[src/rtl/isa_bus_cycle_engine_pkg.sv]
// Shared definitions for the ISA bus cycle engine: FSM encoding and control/status bit positions.
package isa_bus_cycle_engine_pkg;

  // Bus cycle phases; 3-bit encoding
  typedef enum logic [2:0] {
    StIdle   = 3'd0,
    StSetup  = 3'd1,
    StStrobe = 3'd2,
    StHold   = 3'd3,
    StDone   = 3'd4
  } state_e;

  // control_in bit indices
  localparam int unsigned CTL_WR  = 0;
  localparam int unsigned CTL_RD  = 1;
  localparam int unsigned CTL_W16 = 2;

  // status_out bit indices
  localparam int unsigned STS_BUSY      = 0;
  localparam int unsigned STS_READ      = 1;
  localparam int unsigned STS_TIMEOUT   = 2;
  localparam int unsigned STS_COLLISION = 3;

endpackage

[src/rtl/isa_bus_cycle_engine_sync2.sv]
// Two-flop synchroniser for the card's asynchronous IOCHRDY; resets to "ready".
module isa_bus_cycle_engine_sync2 (
  input  logic clk,
  input  logic reset,
  input  logic d,
  output logic q
);

  logic [1:0] sync_q;

  // Shift the async input through two flops before anyone uses it
  always_ff @(posedge clk or negedge reset) begin
    if (!reset) begin
      sync_q <= 2'b11;
    end else begin
      sync_q <= {sync_q[0], d};
    end
  end

  assign q = sync_q[1];

endmodule

[src/rtl/isa_bus_cycle_engine.sv]
// Runs one ISA I/O read or write cycle per request edge from the HPS register file.
module isa_bus_cycle_engine
  import isa_bus_cycle_engine_pkg::*;
#(
  parameter int unsigned SETUP_CYCLES   = 2,
  parameter int unsigned STROBE_CYCLES  = 10,
  parameter int unsigned HOLD_CYCLES    = 2,
  parameter int unsigned TIMEOUT_CYCLES = 1024
) (
  input  logic        clk,
  input  logic        reset,
  input  logic [15:0] address_in,
  input  logic [15:0] data_in,
  input  logic [7:0]  control_in,
  output logic [15:0] data_bus_out,
  output logic        control_reset,
  output logic [7:0]  status_out,
  output logic [15:0] isa_sa,
  output logic [15:0] isa_sd_out,
  output logic        isa_sd_oe,
  input  logic [15:0] isa_sd_in,
  output logic        isa_ior_n,
  output logic        isa_iow_n,
  output logic        isa_aen,
  output logic        isa_sbhe_n,
  input  logic        isa_iochrdy
);

  // Phase counter spans the longest phase, which is the strobe timeout
  localparam int unsigned CNT_W = (TIMEOUT_CYCLES > 1) ? $clog2(TIMEOUT_CYCLES) : 1;
  localparam logic [CNT_W-1:0] SETUP_LAST   = CNT_W'(SETUP_CYCLES - 1);
  localparam logic [CNT_W-1:0] STROBE_LAST  = CNT_W'(STROBE_CYCLES - 1);
  localparam logic [CNT_W-1:0] HOLD_LAST    = CNT_W'(HOLD_CYCLES - 1);
  localparam logic [CNT_W-1:0] TIMEOUT_LAST = CNT_W'(TIMEOUT_CYCLES - 1);

  state_e           state_q, state_d;
  logic [CNT_W-1:0] cnt_q, cnt_d;
  logic [1:0]       ctl_q;
  logic [15:0]      sa_q, sa_d;
  logic [15:0]      sd_out_q, sd_out_d;
  logic [15:0]      dbo_q, dbo_d;
  logic [3:0]       status_q, status_d;
  logic             wide_q, wide_d;
  logic             write_q, write_d;

  logic rdy_sync;
  logic wr_edge, rd_edge;
  logic strobe_min, rdy_exit, to_exit;
  logic active;
  logic unused_ctl;

  assign unused_ctl = ^control_in[7:3];

  isa_bus_cycle_engine_sync2 u_rdy_sync (
    .clk   (clk),
    .reset (reset),
    .d     (isa_iochrdy),
    .q     (rdy_sync)
  );

  assign wr_edge = control_in[CTL_WR] & ~ctl_q[0];
  assign rd_edge = control_in[CTL_RD] & ~ctl_q[1];

  assign strobe_min = (cnt_q >= STROBE_LAST);
  assign rdy_exit   = strobe_min & rdy_sync;
  assign to_exit    = (cnt_q == TIMEOUT_LAST);

  // State, counter and latched cycle parameters
  always_ff @(posedge clk or negedge reset) begin
    if (!reset) begin
      state_q  <= StIdle;
      cnt_q    <= '0;
      ctl_q    <= 2'b00;
      sa_q     <= 16'h0000;
      sd_out_q <= 16'h0000;
      dbo_q    <= 16'h0000;
      status_q <= 4'h0;
      wide_q   <= 1'b0;
      write_q  <= 1'b0;
    end else begin
      state_q  <= state_d;
      cnt_q    <= cnt_d;
      ctl_q    <= control_in[1:0];
      sa_q     <= sa_d;
      sd_out_q <= sd_out_d;
      dbo_q    <= dbo_d;
      status_q <= status_d;
      wide_q   <= wide_d;
      write_q  <= write_d;
    end
  end

  // Next-state: request detect, phase sequencing, read capture and status updates
  always_comb begin
    state_d  = state_q;
    cnt_d    = cnt_q + CNT_W'(1);
    sa_d     = sa_q;
    sd_out_d = sd_out_q;
    dbo_d    = dbo_q;
    status_d = status_q;
    wide_d   = wide_q;
    write_d  = write_q;

    unique case (state_q)
      StIdle: begin
        cnt_d = '0;
        if (wr_edge && rd_edge) begin
          // Ambiguous request: flag it and just clear the control word
          status_d[STS_COLLISION] = 1'b1;
          state_d                 = StDone;
        end else if (wr_edge || rd_edge) begin
          state_d                 = StSetup;
          sa_d                    = address_in;
          sd_out_d                = data_in;
          wide_d                  = control_in[CTL_W16];
          write_d                 = wr_edge;
          status_d[STS_COLLISION] = 1'b0;
          status_d[STS_TIMEOUT]   = 1'b0;
          status_d[STS_READ]      = rd_edge;
          status_d[STS_BUSY]      = 1'b1;
        end
      end
      StSetup: begin
        if (cnt_q == SETUP_LAST) begin
          state_d = StStrobe;
          cnt_d   = '0;
        end
      end
      StStrobe: begin
        if (rdy_exit || to_exit) begin
          state_d = StHold;
          cnt_d   = '0;
          if (!rdy_exit) begin
            status_d[STS_TIMEOUT] = 1'b1;
          end
          if (!write_q) begin
            dbo_d = wide_q ? isa_sd_in : {8'h00, isa_sd_in[7:0]};
          end
        end
      end
      StHold: begin
        if (cnt_q == HOLD_LAST) begin
          state_d = StDone;
          cnt_d   = '0;
        end
      end
      StDone: begin
        state_d            = StIdle;
        cnt_d              = '0;
        status_d[STS_BUSY] = 1'b0;
      end
      default: begin
        state_d = StIdle;
        cnt_d   = '0;
      end
    endcase
  end

  // Bus outputs decode straight from the state register so reset releases them at once
  always_comb begin
    active        = (state_q == StSetup) || (state_q == StStrobe) || (state_q == StHold);
    isa_aen       = ~active;
    isa_sbhe_n    = ~(active & wide_q);
    isa_sd_oe     = active & write_q;
    isa_iow_n     = ~((state_q == StStrobe) & write_q);
    isa_ior_n     = ~((state_q == StStrobe) & ~write_q);
    control_reset = (state_q != StDone);
    isa_sa        = sa_q;
    isa_sd_out    = sd_out_q;
    data_bus_out  = dbo_q;
    status_out    = {4'h0, status_q};
  end

endmodule

[config.mk]
export PLATFORM = sky130hd
export DESIGN_NAME = isa_bus_cycle_engine
export DESIGN_NICKNAME = d
export VERILOG_FILES = /design/src/rtl/isa_bus_cycle_engine_pkg.sv /design/src/rtl/isa_bus_cycle_engine_sync2.sv /design/src/rtl/isa_bus_cycle_engine.sv
export SDC_FILE = /design/constraint.sdc
export NUM_CORES = 1
export LEC_CHECK = 0
export CELL_PAD_IN_SITES_DETAIL_PLACEMENT = 1
export CELL_PAD_IN_SITES_GLOBAL_PLACEMENT = 2
export CORE_MARGIN = 2
export CORE_UTILIZATION = 27
export CTS_CLUSTER_DIAMETER = 120
export DETAILED_ROUTE_END_ITERATION = 10
export PLACE_DENSITY_LB_ADDON = 0.1
export SYNTH_ARGS = -nofsm -noshare
export SYNTH_HDL_FRONTEND = slang
export SYNTH_SLANG_ARGS = --single-unit
[constraint.sdc]
create_clock -name clk -period 2.8 [get_ports clk]
set_clock_uncertainty 0.15 [all_clocks]
set_input_delay 0.42 -clock clk [delete_from_list [all_inputs] [get_ports clk]]
set_output_delay 0.42 -clock clk [all_outputs]
set_load 0.005 [all_outputs]
==> impl_results.html <==
<table>
<tr><th>Metric</th><th>Value</th></tr>
<tr><th colspan="2">Layout</th></tr>
<tr><td>Number of standard cells in the layout, taps in and fillers out</td><td>497</td></tr>
<tr><td>Number of fill cells in the layout</td><td>1,180</td></tr>
<tr><td>Area overhead of the layout relative to synthesis</td><td>49.5%</td></tr>
<tr><td>Share of cells above drive strength 1</td><td>0.190</td></tr>
<tr><td>Net total in the final layout</td><td>418</td></tr>
<tr><td>Final antenna diode count</td><td>0</td></tr>
<tr><td>Share of the core filled with cells</td><td>0.417</td></tr>
<tr><th colspan="2">Setup path</th></tr>
<tr><td>Endpoint required time on the critical path</td><td>roughly 2.2 ns</td></tr>
<tr><td>Biggest cell delay along the critical path</td><td>approximately 0.52 ns</td></tr>
<tr><td>Worst Reg-to-Reg Cells</td><td>6</td></tr>
<tr><td>CP Class</td><td>flop to output port</td></tr>
<tr><td>Worst path slowest cell</td><td>sky130_fd_sc_hd__clkdlybuf4s50_1</td></tr>
<tr><td>Kind of start point of the critical path</td><td>flop</td></tr>
<tr><td>Data arrival at the endpoint of the critical path</td><td>between 1.5 and 2 ns</td></tr>
<tr><td>Count of buffer and inverter cells on the critical path</td><td>1</td></tr>
<tr><td>Worst-path cell chain</td><td>nor2_1 -&gt; nand3b_1 -&gt; clkdlybuf4s50_1</td></tr>
<tr><td>Cell depth of the worst setup path</td><td>3</td></tr>
<tr><td>Largest delay share family, worst path</td><td>simple AND/OR/NAND/NOR gates</td></tr>
<tr><td>Crit. End Element</td><td>output port</td></tr>
<tr><td>Worst Path Max Fanout</td><td>12</td></tr>
<tr><th colspan="2">Clocking</th></tr>
<tr><td>Number of buffers created by CTS</td><td>9</td></tr>
<tr><td>Clk Latency, worst-skew pair</td><td>0.33 ns</td></tr>
<tr><td>Clock-pin slew on the worst setup and hold paths</td><td>approximately 0.060 ns</td></tr>
<tr><td>Number of hold buffers added after cts</td><td>0</td></tr>
<tr><td>Post-CTS resize count</td><td>0</td></tr>
<tr><td>Root buffer selected by CTS</td><td>sky130_fd_sc_hd__clkbuf_16</td></tr>
<tr><td>Number of buffers added for setup after CTS</td><td>0</td></tr>
<tr><td>H-tree depth reported by CTS</td><td>3</td></tr>
<tr><td>Deepest clock path buffer count</td><td>2</td></tr>
<tr><td>Clock net sink count</td><td>71</td></tr>
<tr><td>CTS tree</td><td>built</td></tr>
<tr><th colspan="2">Power and ir drop</th></tr>
<tr><td>Power per cell area</td><td>roughly 900 mW/mm²</td></tr>
<tr><td>Worst vdd ir</td><td>0.000360 V</td></tr>
<tr><td>Static leakage power</td><td>0.00197 µW</td></tr>
<tr><th colspan="2">Drt</th></tr>
<tr><td>Total length of routed wires</td><td>between 7000 and 8000 µm</td></tr>
<tr><td>Number of search-and-repair iterations in the first detailed-routing pass</td><td>4</td></tr>
<tr><td>First DRT Iteration DRCs</td><td>60</td></tr>
<tr><td>Antenna-violating nets left</td><td>0</td></tr>
<tr><td>Routed via count</td><td>2,185</td></tr>
<tr><td>DRC violation count after routing</td><td>0</td></tr>
<tr><td>Average routed wire per standard cell</td><td>~15 µm</td></tr>
<tr><td>Vias per Instance</td><td>4.40</td></tr>
<tr><th colspan="2">Placed design</th></tr>
<tr><td>Dpl ws</td><td>0.402 ns</td></tr>
<tr><td>Input/output buffers</td><td>111</td></tr>
<tr><td>Number of placed cells counting well taps</td><td>483</td></tr>
<tr><td>Total half-perimeter wirelength after legalization and detailed placement</td><td>5050 µm</td></tr>
<tr><td>Final weighted congestion of routability-driven global placement</td><td>0.673</td></tr>
<tr><th colspan="2">Timing</th></tr>
<tr><td>Final setup margin</td><td>0.337 ns</td></tr>
<tr><td>Max Fclk</td><td>406 MHz</td></tr>
<tr><td>Setup violators final</td><td>0</td></tr>
<tr><td>Final slew viol count</td><td>0</td></tr>
<tr><td>Aggregate negative setup slack</td><td>0 ns</td></tr>
<tr><td>Final hold vios</td><td>0</td></tr>
<tr><td>Transition time of the tightest slew-check pin</td><td>~0.93 ns</td></tr>
<tr><td>Ratio of final minimum period to clock period</td><td>0.880</td></tr>
<tr><td>Setup repair after global routing missed its margin</td><td>no</td></tr>
<tr><td>Clock period minus worst slack</td><td>2.46 ns</td></tr>
<tr><td>Worst-case headroom to the max-slew limit</td><td>0.380</td></tr>
<tr><th colspan="2">Global route</th></tr>
<tr><td>Total congestion overflow after global routing</td><td>0</td></tr>
<tr><td>Global-route wire length before repair</td><td>11,300 µm</td></tr>
<tr><td>Met3 Track Usage GR</td><td>0.0488</td></tr>
<tr><td>Global Route Usage Sum</td><td>0.126</td></tr>
<tr><td>Most Used Layer, Global Route</td><td>met2</td></tr>
<tr><td>Global Route met2 Usage</td><td>0.179</td></tr>
<tr><td>Pin count of the biggest net entering global routing</td><td>a little over 70</td></tr>
<tr><td>Met1 Track Usage GR</td><td>0.165</td></tr>
<tr><td>Antenna violations before repair</td><td>0</td></tr>
<tr><td>Number of global-route vias before repair</td><td>2,251</td></tr>
<tr><th colspan="2">Floorplanning</th></tr>
<tr><td>Area enclosed by the die boundary</td><td>approximately 0.012 mm²</td></tr>
<tr><td>Initial core utilization</td><td>0.279</td></tr>
<tr><td>X dimension of the die</td><td>~110 µm</td></tr>
<tr><td>Die height</td><td>110 µm</td></tr>
<tr><td>Core Rows</td><td>38</td></tr>
<tr><td>Placeable core region</td><td>between 0.01 and 0.015 mm²</td></tr>
<tr><td>Number of primary I/O pins</td><td>121</td></tr>
<tr><th colspan="2">Synth</th></tr>
<tr><td>Sequential-to-total area share from yosys stat</td><td>0.584</td></tr>
<tr><td>Number of distinct library cells after synthesis</td><td>42</td></tr>
<tr><td>Ys async rst share</td><td>1.00</td></tr>
<tr><td>Post-synth EDFFs</td><td>0</td></tr>
<tr><td>Number of warnings issued by yosys</td><td>0</td></tr>
<tr><td>Cell count after synthesis</td><td>around 240</td></tr>
<tr><td>Total standard cell area after synthesis</td><td>0.00305 mm²</td></tr>
<tr><td>Post-synthesis register bit count</td><td>around 70</td></tr>
<tr><td>Post-synthesis area per instance</td><td>12.8 µm²</td></tr>
<tr><td>Most used flip-flop cell after synthesis</td><td>sky130_fd_sc_hd__dfrtp_1</td></tr>
<tr><th colspan="2">Worst hold path</th></tr>
<tr><td>Type of the worst min-delay path</td><td>input port to asynchronous set/reset pin</td></tr>
<tr><th colspan="2">Flow run</th></tr>
<tr><td>Number of maximum-capacitance violations</td><td>0</td></tr>
<tr><th colspan="2">Run status</th></tr>
<tr><td>Run status</td><td>complete, no violations</td></tr>
</table>
per-stage QoR:
stage          hold slack [ns]  power [µW]  cell area [µm²]
2_1_floorplan          -0.0256        2220             3060
3_3_place_gp             0.197        3080             4290
3_5_place_dp             0.198        3110             4290
4_1_cts                  0.133        4190             4560
5_1_grt                  0.166        4410             4560
6_report                0.0826        4100             4560
cell usage after synthesis (2+ instances only):
cell type                  count  area (µm²)
sky130_fd_sc_hd__a31oi_1       2        12.5
sky130_fd_sc_hd__o21ai_0       4        20.0
sky130_fd_sc_hd__dfrtp_1      69        1730
sky130_fd_sc_hd__buf_2         2        10.0
sky130_fd_sc_hd__xnor2_1       2        17.5
sky130_fd_sc_hd__nand2_1      18        67.6
sky130_fd_sc_hd__mux2i_1       8        80.1
sky130_fd_sc_hd__ha_1          5        62.6
sky130_fd_sc_hd__nand3_1       5        25.0
sky130_fd_sc_hd__inv_1        14        52.6
sky130_fd_sc_hd__nor2_1       15        56.3
sky130_fd_sc_hd__clkbuf_1      2        7.51
sky130_fd_sc_hd__xor2_1        6        52.6
sky130_fd_sc_hd__mux2_2       40         450
sky130_fd_sc_hd__a21oi_1       5        25.0
sky130_fd_sc_hd__buf_6         3        33.8
sky130_fd_sc_hd__nand4_1       2        12.5
sky130_fd_sc_hd__dfstp_2       2        52.6
sky130_fd_sc_hd__buf_4         5        37.5
sky130_fd_sc_hd__nor2b_1       2        12.5
sky130_fd_sc_hd__and4_1        2        17.5
sky130_fd_sc_hd__nor3_1        2        10.0
sky130_fd_sc_hd__nand2b_1      2        12.5
sky130_fd_sc_hd__mux2_4        2        30.0
sky130_fd_sc_hd__nand3b_1      2        15.0
metal layers:
metal | up-vias | part of all wire
met2 | 87 | 0.44
met1 | 1063 | 0.44
li1 | 1024 | -
met5 | - | 0
met4 | 0 | 0.021
met3 | 11 | 0.093
cell families after synthesis:
| group | after synthesis | synth area share |
|---|---|---|
| DFF | 71 | 0.584 |
| and+or+nand+nor | 61 | 0.103 |
| muxes | 50 | 0.184 |
| buffers and inverters | 27 | 0.0476 |
| AOI/OAI and AO/OA | 15 | 0.0378 |
| xor gates and xnor gates | 8 | 0.0230 |
| adders and majority gates | 5 | 0.0205 |
| other | 1 | 0.00123 |
flip-flops by register name (all words and copies together) (netlist names):
name,flops
data_bus_out,16
u_rdy_sync.sync_q,2
write_q,1
status_q,4
isa_sd_out,16
ctl_q,2
wide_q,1
state_q,3
isa_sa,16
cnt_q,10
final cells by class:
cell class | instances | area [µm²] | share of cell area
clock inverter | 1 | 5.00 | 0.00110
clock buffer | 13 | 260 | 0.0571
timing repair buffer | 115 | 1150 | 0.252
sequential | 71 | 1780 | 0.390
inverter | 14 | 52.6 | 0.0115
multi-input combinational | 143 | 1140 | 0.249
tap | 140 | 175 | 0.0384
worst paths after layout:
kind                                      start  slack [ns]                    to
setup / recovery                     state_q[2]        0.34             isa_ior_n
hold / removal                            reset        0.08       data_bus_out[1]
setup reg to reg                       cnt_q[0]        0.55      data_bus_out[13]
hold reg to reg            u_rdy_sync.sync_q[0]        0.21  u_rdy_sync.sync_q[1]
max in group asynchronous                 reset        1.81             isa_sa[7]
min in group clk           u_rdy_sync.sync_q[0]        0.21  u_rdy_sync.sync_q[1]
report_power, final:
part	leakage, µW	internal, µW	switching [µW]
Combinational	0.000981	950	527
Sequential	0.000858	1360	224
Clock	0.000132	637	406
cells in the final DEF, fill, tap and decap left out, types with 6 or more instances in the layout:
master and count:
sky130_fd_sc_hd__nand2_1 18, sky130_fd_sc_hd__clkdlybuf4s50_1 110, sky130_fd_sc_hd__dfrtp_1 69, sky130_fd_sc_hd__xor2_1 6, sky130_fd_sc_hd__mux2_2 40, sky130_fd_sc_hd__nor2_1 15, sky130_fd_sc_hd__inv_1 14, sky130_fd_sc_hd__mux2i_1 8
sky130_fd_sc_hd__clkbuf_16 9
Power figures use the tool's default switching activity.
==> variant: new RTL, config.mk and constraints unchanged <==
Make the reset (`reset`) synchronous in 2 clocked blocks. Comments in the files are not updated.
--- a/src/rtl/isa_bus_cycle_engine_sync2.sv
+++ b/src/rtl/isa_bus_cycle_engine_sync2.sv
@@ -11,3 +11,3 @@
   // Shift the async input through two flops before anyone uses it
-  always_ff @(posedge clk or negedge reset) begin
+  always_ff @(posedge clk) begin
     if (!reset) begin
--- a/src/rtl/isa_bus_cycle_engine.sv
+++ b/src/rtl/isa_bus_cycle_engine.sv
@@ -68,3 +68,3 @@
   // State, counter and latched cycle parameters
-  always_ff @(posedge clk or negedge reset) begin
+  always_ff @(posedge clk) begin
     if (!reset) begin
Function: differs if reset is asserted again (counterexample within 4 cycles, from zero or initial values and one cycle with reset low); with reset held inactive, the same outputs for 10 cycles.
==> variant against the unedited design <==
Area after synthesis is 0.53% higher; maximum frequency is 0.30% higher; cell area is 0.58% lower; setup slack better by 7.4 ps; routed wire length is 14% higher; via count is 23% higher; sequential cell count stayed put; critical path type unchanged; highest routed layer unchanged.
Power is not compared: it rests on default switching activity, and its combinational part moved more than twofold at a synthesized area within 25%.
==> variant: results (changes against the unedited design) <==
** Setup path
- The delay contributed by the slowest stage of the critical path came to 550 ps (was 520 ps).
- Reg2Reg Setup Slack :: 810 ps (was 550 ps)
- FF-to-FF Start :: cnt_q[0]$_SDFF_PN0_ (was cnt_q[0]$_DFF_PN0_)

** Routing
- Met3 wire length :: 550 microns (was 680 microns)
- Routed Wire Length :: 8380 microns (was 7340 microns)
- Routed metal-1 wirelength :: 3730 microns (was 3260 microns)
- Via total after detailed routing :: 2695 (was 2185)

** Layout
- Final net count :: 518 (was 418)
- The number of combinational gates with multiple inputs is 246 (was 143).
- The fraction of standard cell area that is sequential came to 31.4% (was 39.0%).
- Filler instances :: 1283 (was 1180)
- Fraction of final layout cells with drive strength greater than 1 :: 6.33% (was 19.0%)
- Fraction of area in clock buffers and inverters :: 5.85% (was 5.82%)
- The clock buffer count in the final layout is 11 (was 13).
- The number of non-clock inverters was 9 (was 14).
- NonClk Buf Share :: 25.7% (was 25.2%)

** Placed design
- Placed cells :: 583 (was 483)
- The detailed placer's ending HPWL was 5850 microns (was 5050 microns).
- The area after detailed placement came to 4270 sq um (was 4290 sq um).
- Post-place setup slack :: 465 ps (was 402 ps)

** Yosys
- Cells taking the most area after synthesis :: dfxtp_1 46%, nand2_1 13%, a21boi_0 7.6% (was dfrtp_1 57%, mux2_2 15%, mux2i_1 2.6%)
- The most used flip-flop cell after synthesis is dfxtp_1 (was dfrtp_1).
- The arithmetic-cell share of the synthesized area counting full adders, half adders and majority gates is 2.04% (was 2.05%).
- Multiplexer area fraction after synthesis :: 5.55% (was 18.4%)
- The count of different cell masters after synthesis was 41 (was 42).
- Post-synth ARST share :: 0% (was 100%)
- Cell types with the highest counts after synthesis: 106 x nand2_1, 71 x dfxtp_1, 31 x a21boi_0 (was 69 x dfrtp_1, 40 x mux2_2, 18 x nand2_1).
- The sequential share of the synthesized area came to 46.4% (was 58.4%).

** GRT
- The met2 track demand over resource is 23.9% (was 17.9%).
- Number of global-route vias before repair :: 2821 (was 2251)
- The global-route wire length before repair was 14000 microns (was 11300 microns).
- The fraction of met3 tracks used by global routing is 5.71% (was 4.88%).
- Pin count of the biggest net entering global routing :: 76 (was 72)
- Overall fraction of global-route tracks in use :: 14.0% (was 12.6%)

** Status
- Result of the run :: finished, final reports clean (unchanged)

** Timing
- The post-route worst hold slack came to 258 ps (was 82.6 ps).
- Slew headroom :: 53.4% (was 38.0%)

** Hold path
- The class of the tightest hold or removal check was flop to flop (was input port to async pin).
[variant: cell count changes in the layout (fill, tap and decap cells not counted), moves of 4 or more]
cell      change
nand3_1       +6
nor2_1        -9
and2_1        +7
a21boi_0     +31
dfxtp_1      +71
dfrtp_1      -69
mux2i_1       +9
inv_1         -5
a21oi_1       +4
nand2_1      +88
mux2_2       -40
a21boi_1      +6
[variant: how the worst max path moves through the flow]
stage	startpoint	to	slack, ps	depth (start not counted)
global route	state_q[1]$_SDFFE_PN0P_	isa_iow_n	170	4
global placement	control_in[0]	wide_q$_SDFFE_PN0P_	490	7
floorplan	cnt_q[0]$_SDFF_PN0_	data_bus_out[10]$_SDFFE_PN0P_	980	7
finish	state_q[0]$_SDFFE_PN0P_	isa_sd_oe	340	4
CTS	state_q[0]$_SDFFE_PN0P_	isa_sd_oe	300	4
detailed placement	control_in[1]	state_q[2]$_SDFFE_PN0P_	460	7
